[config.mk]
export PLATFORM = sky130hd
export DESIGN_NAME = adder_arb
export DESIGN_NICKNAME = d
export VERILOG_FILES = /design/src/rtl/adder_arb_pkg.sv /design/src/rtl/adder_reg.sv /design/src/rtl/adder_arb.sv
export SDC_FILE = /design/constraint.sdc
export NUM_CORES = 1
export LEC_CHECK = 0
export CAP_MARGIN = 20
export CORE_MARGIN = 10
export CORE_UTILIZATION = 40
export DETAILED_ROUTE_END_ITERATION = 7
export GPL_TIMING_DRIVEN = 0
export PLACE_DENSITY = 0.77
export SYNTH_ARGS = -nofsm -noshare
export SYNTH_HDL_FRONTEND = slang
export SYNTH_SLANG_ARGS = --single-unit
[constraint.sdc]
create_clock -name iClk -period 8.3 [get_ports iClk]
set_input_delay 1.66 -clock iClk [delete_from_list [all_inputs] [get_ports iClk]]
set_output_delay 1.66 -clock iClk [all_outputs]
set_load 0.03 [all_outputs]
[src/rtl/adder_arb_pkg.sv]
// Shared definitions for the round-robin arbitrated adder: widths, FSM states
// and the rotating-priority search used to pick a requester.
package adder_arb_pkg;

   localparam int BITWIDTH_DEF = 8;
   localparam int NREQ_DEF     = 4;
   localparam int ID_W         = 2;
   localparam int COUNT_W      = 16;

   typedef enum logic {
      ST_IDLE = 1'b0,
      ST_RESP = 1'b1
   } state_t;

   // Returns {found, index}: first set bit at or above ptr, wrapping past the top.
   function automatic logic [ID_W:0] rr_pick(input logic [NREQ_DEF-1:0] valid,
                                             input logic [ID_W-1:0]     ptr);
      logic [ID_W:0]   res;
      logic [ID_W-1:0] idx;
      res = '0;
      idx = '0;
      for (int k = NREQ_DEF - 1; k >= 0; k--) begin
         idx = ptr + ID_W'(k);
         if (valid[idx]) begin
            res = {1'b1, idx};
         end
      end
      return res;
   endfunction

endpackage

[src/rtl/adder_reg.sv]
// Registered adder shared by all requesters; keeps the full carry-out and
// holds its result until cleared or loaded again.
module adder_reg
   import adder_arb_pkg::*;
#(
   parameter int BITWIDTH = BITWIDTH_DEF
) (
   input  logic                iClk,
   input  logic                iArstN,
   input  logic                iEn,
   input  logic                iClr,
   input  logic [BITWIDTH-1:0] iA,
   input  logic [BITWIDTH-1:0] iB,
   output logic [BITWIDTH:0]   oSum
);

   logic [BITWIDTH:0] sum;

   // Clear wins over load so a synchronous reset always empties the result.
   always_ff @(posedge iClk or negedge iArstN) begin
      if (!iArstN) begin
         sum <= '0;
      end else if (iClr) begin
         sum <= '0;
      end else if (iEn) begin
         sum <= {1'b0, iA} + {1'b0, iB};
      end
   end

   assign oSum = sum;

endmodule

[src/rtl/adder_arb.sv]
// Four requesters share one registered adder; a round-robin arbiter grants one
// request at a time and the result is presented until the consumer accepts it.
module adder_arb
   import adder_arb_pkg::*;
#(
   parameter int BITWIDTH = BITWIDTH_DEF,
   parameter int NREQ     = NREQ_DEF
) (
   input  logic                     iClk,
   input  logic                     iRstN,
   input  logic [NREQ-1:0]          iReqValid,
   input  logic [NREQ*BITWIDTH-1:0] iReqData0,
   input  logic [NREQ*BITWIDTH-1:0] iReqData1,
   output logic [NREQ-1:0]          oReqReady,
   output logic                     oRspValid,
   output logic [ID_W-1:0]          oRspId,
   output logic [BITWIDTH:0]        oRspData,
   input  logic                     iRspReady,
   output logic                     oBusy,
   output logic [COUNT_W-1:0]       oOpCount
);

   state_t              state;
   logic [ID_W-1:0]     ptr;
   logic [ID_W-1:0]     id;
   logic [COUNT_W-1:0]  op_count;

   logic [ID_W:0]       pick;
   logic                found;
   logic [ID_W-1:0]     gnt;
   logic [BITWIDTH-1:0] op_a;
   logic [BITWIDTH-1:0] op_b;
   logic                add_en;
   logic                add_clr;
   logic                rsp_hs;
   logic [BITWIDTH:0]   sum;

   always_comb begin
      pick  = rr_pick(iReqValid, ptr);
      found = pick[ID_W];
      gnt   = pick[ID_W-1:0];
      op_a  = iReqData0[int'(gnt)*BITWIDTH +: BITWIDTH];
      op_b  = iReqData1[int'(gnt)*BITWIDTH +: BITWIDTH];
   end

   // Gating with iRstN keeps a grant from being offered while reset is held.
   always_comb begin
      add_en  = iRstN && (state == ST_IDLE) && found;
      rsp_hs  = (state == ST_RESP) && iRspReady;
      add_clr = !iRstN || rsp_hs;
   end

   always_comb begin
      oReqReady = '0;
      if (add_en) begin
         oReqReady[gnt] = 1'b1;
      end
   end

   always_ff @(posedge iClk) begin
      if (!iRstN) begin
         state    <= ST_IDLE;
         ptr      <= '0;
         id       <= '0;
         op_count <= '0;
      end else begin
         case (state)
            ST_IDLE: begin
               if (found) begin
                  id    <= gnt;
                  state <= ST_RESP;
               end
            end
            ST_RESP: begin
               // Priority rotates past the requester just served.
               if (iRspReady) begin
                  ptr      <= id + ID_W'(1);
                  op_count <= op_count + COUNT_W'(1);
                  state    <= ST_IDLE;
               end
            end
            default: state <= ST_IDLE;
         endcase
      end
   end

   // Async reset tied off; all clearing arrives synchronously through iClr.
   adder_reg #(
      .BITWIDTH (BITWIDTH)
   ) u_adder_reg (
      .iClk   (iClk),
      .iArstN (1'b1),
      .iEn    (add_en),
      .iClr   (add_clr),
      .iA     (op_a),
      .iB     (op_b),
      .oSum   (sum)
   );

   assign oRspValid = (state == ST_RESP);
   assign oRspId    = id;
   assign oRspData  = sum;
   assign oBusy     = (state != ST_IDLE);
   assign oOpCount  = op_count;

endmodule

Yosys cells after proc, flatten, opt, wreduce, memory -nomap -nowiden
Cells that the tools add are included.
W data, S select, Z words.
- register bits: 30
- output and inout port bits: 33
- add/subtract/negate cells: 6
- magnitude comparators: 6
- shifts and indexed selects: 2
- muxes and demuxes: 18
- bitwise logic cells: 1
- reductions and logical operators: 8
- operators with widths (operator ; count):
    $shiftx A32 B6 Y8 ; 2
    $add A16 B1 Y16 const B ; 1
    $lt A2 B3 Y1 const B ; 5
    $mux W3 ; 4
    $add A8 B8 Y9 ; 1
    $bmux W1 S2 ; 4
    $mux W1 ; 7
    $add A2 B1 Y2 const B ; 2
    $add A2 B2 Y2 const B ; 2
    $logic_and A1 B1 Y1 ; 4
    $mux W4 ; 1
    $reduce_and A2 Y1 ; 2
    $demux W1 S2 ; 1
    $ge A2 B1 Y1 const B ; 1
    $pmux W1 S2 ; 1
    $logic_not A1 Y1 ; 1
    $logic_or A1 B1 Y1 ; 1
    $not A1 Y1 ; 1

Logic depth before layout (Yosys ltp)
Gate-level depths: netlist (run 1).
- depth after elaboration: 12
- mapped depth: 14
- gate-level depth less buffers: 12

Cells and area by module
From an unflattened synthesis (run 1), not the netlist that was laid out.
- cells, all modules: 243
- area total of the unflattened synthesis: 2288.4 um2
- modules (own cells, without submodules) (module ; instances ; cells each ; area an instance (um2) ; sequential area each (um2)):
    adder_arb ; 1 ; 170 ; 1582.8 ; 420.4
    adder_reg ; 1 ; 73 ; 705.7 ; 225.2

Least setup slack after synthesis (run 1)
No wires, ideal clock.
- path kind: input to output
- start point: input iReqValid[0]
- end point: output oReqReady[2]
- arrival time: 3.056 ns
- data required time: 6.640 ns
- setup slack: 3.584 ns
- stages on the path: 6
- cell sequence: a21o_1 -> a21boi_1 -> o22ai_2 -> buf_6 -> buf_8 -> nor3_1
- word-level cells in the longest chain between the ends: 11
- elaborated cells between the ends (all ways): 19
- those cells by class: order compare (2); mux (15); reduce/logical (2)
- ends and longest elaborated chain (item ; line ; source):
    start: declaration ; adder_arb.sv:11 ; input logic [NREQ-1:0] iReqValid,
    $bmux W1 S2 ; adder_arb_pkg.sv:24 ; if (valid[idx]) begin
    $mux W1 (implied by the code) ; adder_arb_pkg.sv:24 ;
    $mux W3 (3 in series) ; adder_arb_pkg.sv:24 ;
    $mux W3 (*) ; adder_arb_pkg.sv:24 ;
    $lt A2 B3 Y1 (implied by the code) / $ge A2 B1 Y1 (equally long branches) ; adder_arb.sv:56 ; oReqReady[gnt] = 1'b1;
    $logic_and A1 B1 Y1 (implied by the code) ; adder_arb.sv:56 ;
    $mux W1 (implied by the code) ; adder_arb.sv:56 ;
    $demux W1 S2 ; adder_arb.sv:56 ;
    $mux W4 (*) ; adder_arb.sv:55 ; if (add_en) begin
    end: declaration ; adder_arb.sv:14 ; output logic [NREQ-1:0] oReqReady,
Mark *: on every way between the ends. The rest lies on a longest branch, timed or not. The select of a mux whose other input is x is not followed.

Worst setup path after layout (run 1)
- start point: input iReqValid[1]
- end point: output oReqReady[3]
The elaborated chain is that of the path after synthesis.

==> flow_summary.ini, run 1 <==
[run_status]
status = completed

[route]
drt_pre_antenna_iters = 4
initialDrtViolationCount = 106
met2_length_um = 3470
via_per_inst = 5.04
topRoutingLayerUsed = met4
antenna_left = 0
drt-total-wl_um = 6980
wl_per_cell_um = 16.2
wl_met1_um = 3040
via_count = 2167
post-route-drc-count = 0
wl_met3_um = 432

[die]
die-area_mm2 = 0.00908
start_util_pct = 41.1
die_h_um = 95.3
die_x_um = 95.3
num_rows = 27
core_mm2 = 0.00551
num_io_pins = 104

[timing]
setup_viol = 0
slew_viol_final = 0
hold_viol = 0
maxSlewHeadroom_pct = 61.7
fmax_mhz = 180
rsz0062_at_grt = no
finalCritPeriodShare_pct = 67.1
fin_tns_setup_ns = 0
finalClockSkew_ns = 0.00479
period_minus_slack_ns = 5.57
worst_pin_slew_ns = 0.573

[cts]
cts_made_buffers = 5
htree_levels = 2
clockRootBuffer = clkbuf_8
hold_buffers = 0
post-cts-setup-buffers = 0
worst_skew_pair.late_latency_ns = 0.29
cts_resized = 0
cts_tree = done
cts_num_sinks = 30
clock_path_buffers = 2
path_clk_slew_ns = 0.06

[power]
max-vdd-ir-drop_mv = 0.110
p_switching_uw = 174
p_int_uw = 334
p_comb_share_pct = 44.0
powerDensity_mw_per_mm2 = 146
p_leak_nw = 1.52
clock_power_share_pct = 24.2
sequentialPowerShare_pct = 31.8
swShare_pct = 34.2

[place]
dp_hpwl_um = 5770
io_buffers = 103
dp.cells = 422
gp_routability_congestion = 0.824

[logic_synthesis]
yosys.area.top_type = dfxtp_1
syn_area_mm2 = 0.00227
ys.flop_type = dfxtp_1
ys_top_cells_by_area = dfxtp_1 27%, mux2i_1 22%, xnor2_1 5.4%
synthCells = 247
synth-edff-count = 0
netlist.area_leader.share_pct = 26.5
ys_seq_area_share_pct = 26.5
synth-async-reset-ratio_pct = 0
synth_nets = 328
syn_area_per_cell_um2 = 9.17
synth_seq_cells = 30
synth_warnings = 0
synth.distinct_cells = 50

[critical_path]
worstSetupPathType = in -> out
crit_slowest_cell = clkdlybuf4s50_1
critPathTopFamily = buffers and inverters
critPathMaxStageDelay_ns = 0.71
cpMostUsedCell = clkdlybuf4s50_1
r2r_setup_slack_ns = 4.91
cp_num_buf_inv = 5
cp_max_fo = 10
worstPathArrival_ns = 3.91
cp_cell_sequence = clkdlybuf4s50_1, inv_1, a211o_1, a21oi_2, buf_6, inv_2, nor3_2, clkdlybuf4s50_1
worstPathRequired_ns = 6.64
worst_setup_path_start_kind = input port
cp-end-kind = output pin

[global_route]
grt_overflow_total = 0
grt_max_degree = 11
grt_pass1_wl_um = 10900
grt_antenna_before_repair = 0
grt_pass1_vias = 2090
track_usage_pct = 15.1

[final_layout]
fin_cells = 430
diodes = 0
final_common_cell = clkdlybuf4s50_1
num-nets-final = 438
layout_common_cells = 103 x clkdlybuf4s50_1, 50 x mux2i_1, 30 x dfxtp_1
area_growth_pct = 53.7
drive_gt1_share_pct = 7.82

[min_path]
hp-class = reg -> reg

[run]
maxCapViolations = 0
==> routing by layer <==
layer,global-route usage (%),vias up
li1,-,1106
met1,18.7,993
met2,25.9,65
met3,3.22,3
met4,4.11,0
met5,0,-
==> final cells by class <==
type | instances | area (um^2)
Fill cell | 473 | 2020
Multi-Input combinational cell | 200 | 1530
Timing Repair Buffer | 103 | 1030
Sequential cell | 30 | 601
Buffer | 11 | 109
Tap cell | 72 | 90.1
Clock buffer | 6 | 82.6
Inverter | 6 | 22.5
Clock inverter | 2 | 12.5
==> cell families (layout without fill, tap and decap cells) <==
logic type / after synthesis / in the layout / synth area share [%]
AO/OA/AOI/OAI: 35 / 35 / 10.7
XOR/XNOR: 17 / 17 / 6.57
adder cells (fa/ha/maj): 10 / 10 / 5.85
buffers and inverters: 17 / 128 / 5.80
flip-flops: 30 / 30 / 26.5
multiplexers: 50 / 50 / 22.1
AND/OR/NAND/NOR: 88 / 88 / 22.5
==> synthesized netlist by cell type, types with 2 or more instances <==
cell and n:
a211oi_1 4, a21boi_0 2, a21boi_1 2, a21o_1 4
a21oi_1 6, and2_1 17, and3_1 3, buf_12 2
buf_4 2, buf_6 2, clkbuf_1 3, dfxtp_1 30
ha_1 9, inv_1 5, mux2i_1 50, nand2_1 22
nand3_1 8, nand4_1 6, nor2_1 11, nor3_1 6
nor4_2 2, o21ai_0 8, xnor2_1 14, xor2_1 3
==> power by group through the flow <==
| stage | clock network (mW) | logic (mW) | registers (mW) |
|---|---|---|---|
| 2_1_floorplan | 0 | 0.123 | 0.182 |
| 3_3_place_gp | 0 | 0.221 | 0.164 |
| 3_5_place_dp | 0 | 0.224 | 0.165 |
| 4_1_cts | 0.126 | 0.226 | 0.162 |
| 5_1_grt | 0.134 | 0.243 | 0.163 |
| 6_report | 0.123 | 0.223 | 0.161 |
==> worst register-to-register path: stages, from the launching register on <==
cell       delay, ns
dfxtp_1         0.42
a21o_1          0.14
a21boi_1        0.06
o22ai_2         0.15
buf_6           0.21
buf_8           0.17
mux2i_1         0.20
mux2i_1         0.12
ha_1            0.27
fa_1            0.44
a211oi_1        0.27
o21ai_1         0.12
a21o_1          0.22
a2111oi_2       0.39
nor4_2          0.09
==> path summary, 6_finish.rpt <==
check | start | to | cells past startpoint
setup / recovery | iReqValid[1] | oReqReady[3] | 8
hold / removal | u_adder_reg.oSum[0]$_SDFFE_PP0P_ | u_adder_reg.oSum[0]$_SDFFE_PP0P_ | 2
setup reg to reg | ptr[1]$_SDFFE_PN0P_ | u_adder_reg.oSum[8]$_SDFFE_PP0P_ | 14
hold reg to reg | u_adder_reg.oSum[0]$_SDFFE_PP0P_ | u_adder_reg.oSum[0]$_SDFFE_PP0P_ | 2
==> flip-flops by register name (all words and copies together), names as in the netlist <==
name / cells
u_adder_reg.oSum: 9
oOpCount: 16
ptr: 2
oBusy: 1
oRspId: 2
==> per-stage QoR <==
stage | power [mW] | hold WS, ns | util, % | area (um^2) | worst slack (ns)
4_1_cts | 0.513 | 0.465 | 63.2 | 3480 | 2.73
6_report | 0.508 | 0.461 | 63.2 | 3480 | 2.73
3_5_place_dp | 0.389 | 0.456 | 61.5 | 3390 | 2.74
2_1_floorplan | 0.305 | 0.554 | - | 2270 | 3.58
5_1_grt | 0.539 | 0.494 | 63.2 | 3480 | 2.66
3_3_place_gp | 0.386 | 0.444 | 61.5 | 3390 | 2.77
Power figures use the tool's default switching activity.
==> run 2: changes to the inputs <==
Clock period 8.3 ns to 5.43 ns, I/O delays scaled along.
==> results of run 2 <==
The final DEF is identical to that of run 1. Status: completed.
Among the figures that moved: setup slack after placement 2.74 ns -> 0.764 ns; setup slack after layout 2.73 ns -> 1.01 ns; register-to-register setup slack 4.91 ns -> 2.04 ns; total power 0.508 mW -> 0.776 mW; worst IR drop on VDD 0.110 mV -> 0.167 mV
